### config.mk
export PLATFORM = sky130hd
export DESIGN_NAME = tx_pll_lock_supervisor_flat
export DESIGN_NICKNAME = d
export VERILOG_FILES = /design/src/rtl/tx_pll_lock_supervisor_if.sv /design/src/rtl/tx_pll_lock_supervisor.sv /design/src/flat_wrapper.sv
export SDC_FILE = /design/constraint.sdc
export NUM_CORES = 1
export LEC_CHECK = 0
export CAP_MARGIN = 30
export CELL_PAD_IN_SITES_DETAIL_PLACEMENT = 2
export CELL_PAD_IN_SITES_GLOBAL_PLACEMENT = 2
export CORE_ASPECT_RATIO = 0.8
export CORE_MARGIN = 2
export CORE_UTILIZATION = 30
export DETAILED_ROUTE_END_ITERATION = 6
export PLACE_DENSITY = 0.75
export SETUP_SLACK_MARGIN = 0.2
export SLEW_MARGIN = 20
export SYNTH_ARGS = -nofsm -noshare
export SYNTH_HDL_FRONTEND = slang
export SYNTH_SLANG_ARGS = --single-unit
### constraint.sdc
create_clock -name clk -period 3.1 [get_ports clk]
set_clock_uncertainty 0.2 [all_clocks]
set_input_delay 0.62 -clock clk [delete_from_list [all_inputs] [get_ports clk]]
set_output_delay 0.62 -clock clk [all_outputs]
set_load 0.1 [all_outputs]
### src/rtl/tx_pll_lock_supervisor_if.sv
// rtl/tx_pll_lock_supervisor_if.sv - lock inputs and status outputs of the TX PLL lock supervisor
interface tx_pll_lock_supervisor_if;
  logic       pll_lock;
  logic       lock;
  logic       force_relock;
  logic       lane_rst;
  logic       ready;
  logic       fault;
  logic [3:0] retry_cnt;
  logic [7:0] loss_cnt;
  logic [2:0] state;

  modport master (
    output pll_lock, lock, force_relock,
    input  lane_rst, ready, fault, retry_cnt, loss_cnt, state
  );

  modport slave (
    input  pll_lock, lock, force_relock,
    output lane_rst, ready, fault, retry_cnt, loss_cnt, state
  );
endinterface

### src/rtl/tx_pll_lock_supervisor.sv
// rtl/tx_pll_lock_supervisor.sv - TX PLL/lane bring-up sequencer with lock qualification, retry and fault
module tx_pll_lock_supervisor #(
  parameter int RST_PULSE_CYC = 16,
  parameter int STABLE_CYC    = 1024,
  parameter int TIMEOUT_CYC   = 65536,
  parameter int RELEASE_CYC   = 8,
  parameter int MAX_RETRIES   = 3,
  parameter int CNT_W         = 17
) (
  input logic                  clk,
  input logic                  rst,
  tx_pll_lock_supervisor_if.slave sup
);

  typedef enum logic [2:0] {
    ST_RST_HOLD  = 3'd0,
    ST_WAIT_LOCK = 3'd1,
    ST_STABLE    = 3'd2,
    ST_RELEASE   = 3'd3,
    ST_READY     = 3'd4,
    ST_FAULT     = 3'd5
  } state_t;

  localparam logic [CNT_W-1:0] RP_LAST = CNT_W'(RST_PULSE_CYC - 1);
  localparam logic [CNT_W-1:0] SB_LAST = CNT_W'(STABLE_CYC - 1);
  localparam logic [CNT_W-1:0] TO_LAST = CNT_W'(TIMEOUT_CYC - 1);
  localparam logic [CNT_W-1:0] RL_LAST = CNT_W'(RELEASE_CYC - 1);
  localparam logic [3:0]       RETRY_MAX = 4'(MAX_RETRIES);

  logic [1:0]       pll_sync, lane_sync;
  logic             lock_ok;
  state_t           state_q, state_d;
  logic [CNT_W-1:0] cnt_q, cnt_d, tcnt_q, tcnt_d;
  logic [3:0]       retry_q, retry_d, retry_inc;
  logic [7:0]       loss_q, loss_d;
  logic             lane_rst_q, ready_q, fault_q;

  always_ff @(posedge clk or posedge rst) begin
    if (rst) begin
      pll_sync  <= 2'b00;
      lane_sync <= 2'b00;
    end else begin
      pll_sync  <= {pll_sync[0], sup.pll_lock};
      lane_sync <= {lane_sync[0], sup.lock};
    end
  end

  assign lock_ok   = pll_sync[1] & lane_sync[1];
  assign retry_inc = retry_q + 4'd1;

  always_ff @(posedge clk or posedge rst) begin
    if (rst) begin
      state_q    <= ST_RST_HOLD;
      cnt_q      <= '0;
      tcnt_q     <= '0;
      retry_q    <= 4'd0;
      loss_q     <= 8'd0;
      lane_rst_q <= 1'b1;
      ready_q    <= 1'b0;
      fault_q    <= 1'b0;
    end else begin
      state_q    <= state_d;
      cnt_q      <= cnt_d;
      tcnt_q     <= tcnt_d;
      retry_q    <= retry_d;
      loss_q     <= loss_d;
      lane_rst_q <= !(state_d == ST_RELEASE || state_d == ST_READY);
      ready_q    <= (state_d == ST_READY);
      fault_q    <= (state_d == ST_FAULT);
    end
  end

  always_comb begin
    state_d = state_q;
    cnt_d   = cnt_q;
    tcnt_d  = tcnt_q;
    retry_d = retry_q;
    loss_d  = loss_q;
    if (sup.force_relock) begin
      state_d = ST_RST_HOLD;
      cnt_d   = '0;
      tcnt_d  = '0;
      retry_d = 4'd0;
    end else begin
      case (state_q)
        ST_RST_HOLD: begin
          if (cnt_q == RP_LAST) begin
            state_d = ST_WAIT_LOCK;
            cnt_d   = '0;
            tcnt_d  = '0;
          end else begin
            cnt_d = cnt_q + 1'b1;
          end
        end
        ST_WAIT_LOCK, ST_STABLE: begin
          // The attempt timeout spans both states and wins over a completing stable window.
          if (tcnt_q == TO_LAST) begin
            retry_d = retry_inc;
            cnt_d   = '0;
            tcnt_d  = '0;
            state_d = (retry_inc == RETRY_MAX) ? ST_FAULT : ST_RST_HOLD;
          end else begin
            tcnt_d = tcnt_q + 1'b1;
            if (state_q == ST_WAIT_LOCK) begin
              if (lock_ok) begin
                state_d = ST_STABLE;
                cnt_d   = '0;
              end
            end else if (!lock_ok) begin
              state_d = ST_WAIT_LOCK;
              cnt_d   = '0;
            end else if (cnt_q == SB_LAST) begin
              state_d = ST_RELEASE;
              cnt_d   = '0;
            end else begin
              cnt_d = cnt_q + 1'b1;
            end
          end
        end
        ST_RELEASE: begin
          if (!lock_ok) begin
            state_d = ST_RST_HOLD;
            cnt_d   = '0;
          end else if (cnt_q == RL_LAST) begin
            state_d = ST_READY;
            cnt_d   = '0;
          end else begin
            cnt_d = cnt_q + 1'b1;
          end
        end
        ST_READY: begin
          if (!lock_ok) begin
            state_d = ST_RST_HOLD;
            cnt_d   = '0;
            retry_d = 4'd0;
            if (loss_q != 8'hFF) loss_d = loss_q + 8'd1;
          end
        end
        ST_FAULT: begin
          state_d = ST_FAULT;
        end
        default: begin
          state_d = ST_RST_HOLD;
          cnt_d   = '0;
        end
      endcase
    end
  end

  assign sup.lane_rst  = lane_rst_q;
  assign sup.ready     = ready_q;
  assign sup.fault     = fault_q;
  assign sup.retry_cnt = retry_q;
  assign sup.loss_cnt  = loss_q;
  assign sup.state     = state_q;

endmodule
### src/flat_wrapper.sv
// flat-port wrapper written by rule: the top's interface ports become plain ports
module tx_pll_lock_supervisor_flat 
#(
  parameter int RST_PULSE_CYC = 16,
  parameter int STABLE_CYC    = 1024,
  parameter int TIMEOUT_CYC   = 65536,
  parameter int RELEASE_CYC   = 8,
  parameter int MAX_RETRIES   = 3,
  parameter int CNT_W         = 17
)
  (clk, rst, sup_pll_lock, sup_lock, sup_force_relock, sup_lane_rst, sup_ready, sup_fault, sup_retry_cnt, sup_loss_cnt, sup_state);
  tx_pll_lock_supervisor_if sup_i ();
  input logic clk;
  input logic rst;
  input wire logic [$bits(sup_i.pll_lock)-1:0] sup_pll_lock;
  input wire logic [$bits(sup_i.lock)-1:0] sup_lock;
  input wire logic [$bits(sup_i.force_relock)-1:0] sup_force_relock;
  output wire logic [$bits(sup_i.lane_rst)-1:0] sup_lane_rst;
  output wire logic [$bits(sup_i.ready)-1:0] sup_ready;
  output wire logic [$bits(sup_i.fault)-1:0] sup_fault;
  output wire logic [$bits(sup_i.retry_cnt)-1:0] sup_retry_cnt;
  output wire logic [$bits(sup_i.loss_cnt)-1:0] sup_loss_cnt;
  output wire logic [$bits(sup_i.state)-1:0] sup_state;
  assign sup_i.pll_lock = sup_pll_lock;
  assign sup_i.lock = sup_lock;
  assign sup_i.force_relock = sup_force_relock;
  assign sup_lane_rst = sup_i.lane_rst;
  assign sup_ready = sup_i.ready;
  assign sup_fault = sup_i.fault;
  assign sup_retry_cnt = sup_i.retry_cnt;
  assign sup_loss_cnt = sup_i.loss_cnt;
  assign sup_state = sup_i.state;
  tx_pll_lock_supervisor #(.RST_PULSE_CYC(RST_PULSE_CYC), .STABLE_CYC(STABLE_CYC), .TIMEOUT_CYC(TIMEOUT_CYC), .RELEASE_CYC(RELEASE_CYC), .MAX_RETRIES(MAX_RETRIES), .CNT_W(CNT_W)) u_core (.clk(clk), .rst(rst), .sup(sup_i));
endmodule
==> results.txt, run 1 <==
status - finished, final reports clean
met3 wire length - 256 um
Metal-1 WL - 4510 um
Final Critical Period - 2.67 ns
EDFF count, synth - 0
asr flop ratio synth - 100%
VDD IR-drop max - 201 uV
Crit Path Class - reg2reg
PwrDens - 442 nW/um2
# hold bufs at CTS - 0
share of layout cells above drive strength 1 - 15.8%
FF+latch count, synth - 56
Area Growth Syn to Fin - 18.4%
Startpoint Class - register
wire length per cell - 17.9 um
DR WL met2 - 4240 um
Top Metal Used - met4
post-synth top area cell - dfrtp_1
Post-synth top cells - dfrtp_1 (55), nand2_1 (37), nor2_1 (29)
count leader, synth - dfrtp_1
Psw - 0.480 mW
Initial Util - 30.5%
post-synth cell types - 57
Clock Power Share - 36.7%
Fmax - 375 MHz
initial antenna violation count - 0
Area contributors post-synth - dfrtp_1 (44%), nand2_1 (4.5%), nand3_1 (4.2%), o21ai_0 (3.7%), nor2_1 (3.5%)
Leak Pwr - 1.54 nW
crit-path max FO - 9
max capacitance violation total - 0
unrepaired setup endpoints after global routing - false
DP HPWL - 6450 um
largest net degree at the start of global routing - 32
Int Pwr - 1.14 mW
initial DRC count - 110
Combinational Power Share - 15.0%
CTS tree - built
Total GRT Usage - 17.3%
cts bufs inserted - 5
Primary FF master, synth - dfrtp_1
clock tree root driver cell - clkbuf_16
Fillers - 1145
H-tree levels - 2
final hold violations - 0
die area - 11100 um2
Antenna diodes - 0
DIE WIDTH - 118 um
Remaining DRCs - 0
DRT antenna net count - 0
CTS clock-pin slew for the worst setup and hold paths - 0.07 ns
WP data required - 3.09 ns
Die Ht - 94.8 um
Worst Tran Pin Value - 0.636 ns
RePlAce Congestion - 0.735
slew margin rel. - 57.3%
vias in the first global route - 2954
Nets - 377
Yosys warning total - 0
sequential element share of the synthesized area - 45.3%
Fin Setup TNS - 0 ns
Post-Syn Area per Cell - 9.18 um2
first-pass GRT wire length - 15500 um
DR pass1 iterations - 4
Mapped Cells - 337
Worst setup EP type - register
PortBufs - 22
CORE AREA - 10200 um2
CTS Buffer Depth - 2
Final Setup Violations - 0
final WL - 9070 um
period utilization - 86.0%
via count - 2701
critical path arrival - 2.65 ns
row cnt - 33
Synth Cell Area - 3090 um2
WHS - 0.165 ns
post-synthesis net count - 347
worst hold path type - reg2reg
top-area cell type share of the netlist area - 44.5%
vias per inst - 5.32
switch share - 29.6%
CTS Sinks - 56
register share of total power - 48.3%
grt ovf - 0
I/O pins - 23
Slew Limit Fails - 0
clock latency at the later pin of the worst-skew pair - 0.30 ns
[state kept, by name (all words and copies together) (netlist names)]
name                  cells
u_core.cnt_q             17
u_core.lane_sync          2
u_core.pll_sync           2
u_core.sup.fault          1
u_core.sup.lane_rst       1
u_core.sup.loss_cnt       8
u_core.sup.ready          1
u_core.sup.retry_cnt      4
u_core.sup.state          3
u_core.tcnt_q            17
[metal layers]
layer | track usage, % | vias up
met5 | 0 | -
met4 | 3.01 | 0
met3 | 3.62 | 6
met2 | 29.5 | 31
met1 | 23.1 | 1362
li1 | - | 1302
[cells by family (layout without fill, tap and decap cells)]
| group | Yosys count | in the layout | share of synthesized area [%] |
|---|---|---|---|
| simple gates | 154 | 154 | 25.5 |
| flops | 56 | 56 | 45.3 |
| compound gates | 82 | 82 | 18.8 |
| mux | 5 | 5 | 1.74 |
| xor+xnor | 12 | 12 | 3.40 |
| buf+inv | 23 | 54 | 3.23 |
| fa+ha+maj | 5 | 5 | 2.02 |
[cells in the final DEF, fill, tap and decap left out, drive strengths merged, types with 2 or more instances in the layout]
| cell type | n |
|---|---|
| mux2i | 2 |
| a22oi | 3 |
| o211ai | 2 |
| nor2 | 31 |
| and3 | 7 |
| buf | 34 |
| and2 | 5 |
| a31oi | 4 |
| or4 | 2 |
| mux2 | 3 |
| clkbuf | 7 |
| o311ai | 7 |
| nor3 | 9 |
| a21oi | 9 |
| nand3 | 28 |
| nand2 | 37 |
| a31o | 3 |
| o31ai | 9 |
| o211a | 2 |
| o2bb2ai | 2 |
| nor4b | 2 |
| o41ai | 3 |
| xor2 | 7 |
| or3 | 6 |
| a22o | 5 |
| or2 | 3 |
| xnor2 | 5 |
| inv | 8 |
| nor4 | 3 |
| nor2b | 4 |
| nand4 | 9 |
| dfrtp | 55 |
| ha | 5 |
| nor3b | 3 |
| clkdlybuf4s50 | 4 |
| o21ai | 25 |
[worst paths after layout]
| kind | from | endpoint | cells past startpoint | slack [ns] |
|---|---|---|---|---|
| setup reg to reg | u_core.cnt_q[0] | u_core.cnt_q[4] | 8 | 0.43 |
| setup / recovery | u_core.cnt_q[0] | u_core.cnt_q[4] | 8 | 0.43 |
| max in group asynchronous | rst | u_core.tcnt_q[10] | 3 | 1.86 |
| min in group asynchronous | rst | u_core.pll_sync[0] | 3 | 0.50 |
| hold reg to reg | u_core.lane_sync[0] | u_core.lane_sync[1] | 0 | 0.17 |
| hold / removal | u_core.lane_sync[0] | u_core.lane_sync[1] | 0 | 0.17 |
[power groups by stage]
| stage | registers [mW] | logic [mW] | clock network, mW |
|---|---|---|---|
| after floorplan | 0.882 | 0.0865 | 0 |
| after global placement | 0.793 | 0.237 | 0 |
| after detailed placement | 0.795 | 0.241 | 0 |
| after CTS | 0.782 | 0.243 | 0.617 |
| after global routing | 0.789 | 0.261 | 0.642 |
| final | 0.783 | 0.242 | 0.595 |
[through the flow]
| stage | instance area, um2 | total power [mW] | utilization [%] | setup WS [ns] | std cells |
|---|---|---|---|---|---|
| after floorplan | 3090 | 0.968 | - | 0.434 | 337 |
| after global placement | 3470 | 1.03 | 34.2 | 0.298 | 497 |
| after detailed placement | 3480 | 1.04 | 34.3 | 0.336 | 498 |
| after CTS | 3630 | 1.64 | 35.7 | 0.256 | 506 |
| after global routing | 3660 | 1.69 | 36.1 | 0.291 | 508 |
| final | 3660 | 1.62 | 36.1 | 0.433 | 508 |
[worst max-delay path: stages, from the launching register on]
cell,delay (ns)
dfrtp_1,0.41
ha_1,0.27
nand3_2,0.15
or4_1,0.62
nor2_4,0.14
o311ai_4,0.16
buf_12,0.19
a31o_2,0.23
a22o_1,0.17
[cell type report]
cell class | instances | area [um2] | area share [%]
clock buffers | 7 | 143 | 3.89
flip-flops and latches | 56 | 1400 | 38.3
repair buffers | 38 | 308 | 8.40
multi-input cells | 258 | 1600 | 43.6
well taps | 140 | 175 | 4.78
clock inverters | 1 | 7.51 | 0.205
inverters | 8 | 30.0 | 0.819
[repair_timing]
| item | 4_1_cts | 5_1_grt |
|---|---|---|
| resized for setup | 0 | 1 |
| buffers inserted | 0 | 2 |
| endpoints found under the setup margin | 0 | 8 |
No activity file was read; power rests on OpenSTA's default activity.
==> run 2: changes to the inputs <==
--- a/config.mk
+++ b/config.mk
@@ -5,6 +5,7 @@
 export SDC_FILE = /design/constraint.sdc
 export NUM_CORES = 1
 export LEC_CHECK = 0
+export ABC_CLOCK_PERIOD_IN_PS = 3100
 export CAP_MARGIN = 30
 export CELL_PAD_IN_SITES_DETAIL_PLACEMENT = 2
 export CELL_PAD_IN_SITES_GLOBAL_PLACEMENT = 2
==> results of run 2 <==
Same layout as run 1: the final DEF is identical, and so are final timing and power.
==> run 3: changes to the inputs <==
--- a/config.mk
+++ b/config.mk
@@ -5,7 +5,7 @@
 export SDC_FILE = /design/constraint.sdc
 export NUM_CORES = 1
 export LEC_CHECK = 0
-export ABC_CLOCK_PERIOD_IN_PS = 3100
+export ABC_CLOCK_PERIOD_IN_PS = 2900
 export CAP_MARGIN = 30
 export CELL_PAD_IN_SITES_DETAIL_PLACEMENT = 2
 export CELL_PAD_IN_SITES_GLOBAL_PLACEMENT = 2
@@ -13,9 +13,11 @@
 export CORE_MARGIN = 2
 export CORE_UTILIZATION = 30
 export DETAILED_ROUTE_END_ITERATION = 6
+export HOLD_SLACK_MARGIN = 0.1
 export PLACE_DENSITY = 0.75
 export SETUP_SLACK_MARGIN = 0.2
 export SLEW_MARGIN = 20
 export SYNTH_ARGS = -nofsm -noshare
 export SYNTH_HDL_FRONTEND = slang
 export SYNTH_SLANG_ARGS = --single-unit
+export TNS_END_PERCENT = 100
==> constraint.sdc (replaced) <==
create_clock -name clk -period 2.9 [get_ports clk]
set_clock_uncertainty 0.2 [all_clocks]
set_input_delay 0.58 -clock clk [delete_from_list [all_inputs] [get_ports clk]]
set_output_delay 0.58 -clock clk [all_outputs]
set_load 0.1 [all_outputs]
==> results.txt, run 3 (synthesized netlist as in run 1, its figures left out) <==
CTS Buffer Depth - 2
DRT antenna net count - 0
Top Metal Used - met4
VDD IR-drop max - 230 uV
Power Total - 1.73 mW
Worst Tran Pin Value - 0.656 ns
largest net degree at the start of global routing - 42
RePlAce Congestion - 0.727
initial antenna violation count - 0
vias per inst - 5.48
worst stage delay on the critical path - 0.42 ns
final hold violations - 0
final core occ - 36.1%
clock latency at the later pin of the worst-skew pair - 0.30 ns
Total GRT Usage - 17.3%
CTS tree - built
CTS clock-pin slew for the worst setup and hold paths - 0.07 ns
Nets - 375
initial DRC count - 103
Die Ht - 94.8 um
WP data required - 2.88 ns
Int Pwr - 1.22 mW
max capacitance violation total - 0
Metal-1 WL - 4630 um
worst path cell trace - ha_2, and3_1, nand3_1, buf_4, nor4b_1, o21bai_1, and2_1, o41ai_1
H-tree levels - 2
met3 wire length - 248 um
Area Growth Syn to Fin - 18.6%
die area - 11100 um2
Remaining DRCs - 0
status - finished, final reports clean
Place WS - -0.00927 ns
PortBufs - 22
Combinational Power Share - 14.8%
worst hold path type - reg2reg
register share of total power - 48.2%
Startpoint Class - register
final WL - 9080 um
wire length per cell - 17.9 um
period utilization - 88.9%
grt ovf - 0
# hold bufs at CTS - 0
Fmax - 388 MHz
Clock Power Share - 37.0%
Psw - 0.513 mW
Crit Path Class - reg2reg
Slew Limit Fails - 0
crit-path max FO - 4
Antenna diodes - 0
Final Critical Period - 2.58 ns
vias in the first global route - 2976
most frequent cells in the layout - dfrtp_1 (55), nand2_1 (36), buf_4 (31), nor2_1 (29), nand3_1 (26)
crit-path leading delay family - simple AND/OR/NAND/NOR gates
I/O pins - 23
Worst setup EP type - register
DIE WIDTH - 118 um
Initial Util - 30.5%
via count - 2771
DR pass1 iterations - 4
critical path arrival - 2.56 ns
CTS Sinks - 56
PwrDens - 472 nW/um2
Final Setup Violations - 0
DR WL met2 - 4100 um
Slowest-stage cell, CP - dfrtp_1
cts bufs inserted - 5
switch share - 29.6%
Buf/Inv on CP - 1
DP HPWL - 6400 um
first-pass GRT wire length - 15400 um
clock tree root driver cell - clkbuf_16
row cnt - 33
unrepaired setup endpoints after global routing - false
slew margin rel. - 55.9%
most common cell after layout, fill and taps aside - dfrtp_1
post-route setup slack - 0.322 ns
Leak Pwr - 1.51 nW
share of layout cells above drive strength 1 - 16.9%
CORE AREA - 10200 um2
==> run 3: changes by cell type in the layout (fill, tap and decap cells not counted), moves of 2 or more <==
cell / delta
ha_2: +2
buf_4: -2
ha_1: -2
o21ai_1: -2
==> run 3: repair_timing <==
| item | 4_1_cts | 5_1_grt |
|---|---|---|
| pin swaps | 1 | 1 |
| gates resized for setup | 1 | 7 |
| buffers inserted | 1 | 1 |
| endpoints found under the setup margin | 10 | 35 |
==> run 3: power groups by stage <==
stage	sequential [mW]	clock, mW	combinational (mW)
after floorplan	0.943	0	0.0925
after global placement	0.848	0	0.253
after detailed placement	0.850	0	0.256
after CTS	0.834	0.665	0.258
after global routing	0.840	0.698	0.276
final	0.835	0.640	0.257
==> run 3: final cells by class <==
cell class / instances / area, um2
fillers: 1140 / 6490
repair buffers: 36 / 293
clock buffers: 7 / 143
flip-flops and latches: 56 / 1400
inverters: 8 / 30.0
clock inverters: 1 / 7.51
well taps: 140 / 175
multi-input cells: 258 / 1620
==> run 3: metrics by stage <==
stage | std cells | area, um2 | hold slack [ns] | TNS (ns)
finish | 506 | 3670 | 0.151 | 0
global route | 506 | 3670 | 0.174 | 0
CTS | 505 | 3640 | 0.154 | 0
detailed placement | 496 | 3480 | 0.136 | -0.00927
global placement | 496 | 3480 | 0.135 | 0
floorplan | 337 | 3090 | 0.131 | 0
==> run 3: metal layers <==
metal,global-route usage [%],vias to the layer above
met5,0,-
met1,23.3,1426
met3,2.96,8
met4,4.62,0
li1,-,1303
met2,29.0,34
==> run 3: worst paths after layout <==
path | slack (ns) | cells after the start | end | start
hold reg to reg | 0.15 | 0 | u_core.pll_sync[1] | u_core.pll_sync[0]
setup reg to reg | 0.32 | 8 | u_core.sup.retry_cnt[3] | u_core.tcnt_q[0]
max in group asynchronous | 1.50 | 3 | u_core.sup.lane_rst | rst
setup / recovery | 0.32 | 8 | u_core.sup.retry_cnt[3] | u_core.tcnt_q[0]
min in group asynchronous | 0.38 | 2 | u_core.tcnt_q[5] | rst
hold / removal | 0.15 | 0 | u_core.pll_sync[1] | u_core.pll_sync[0]
==> run 3: worst reg2reg max path, cell delays in order, from the launching register on <==
cell,delay [ns]
dfrtp_1,0.42
ha_2,0.23
and3_1,0.19
nand3_1,0.14
buf_4,0.19
nor4b_1,0.30
o21bai_1,0.18
and2_1,0.22
o41ai_1,0.39
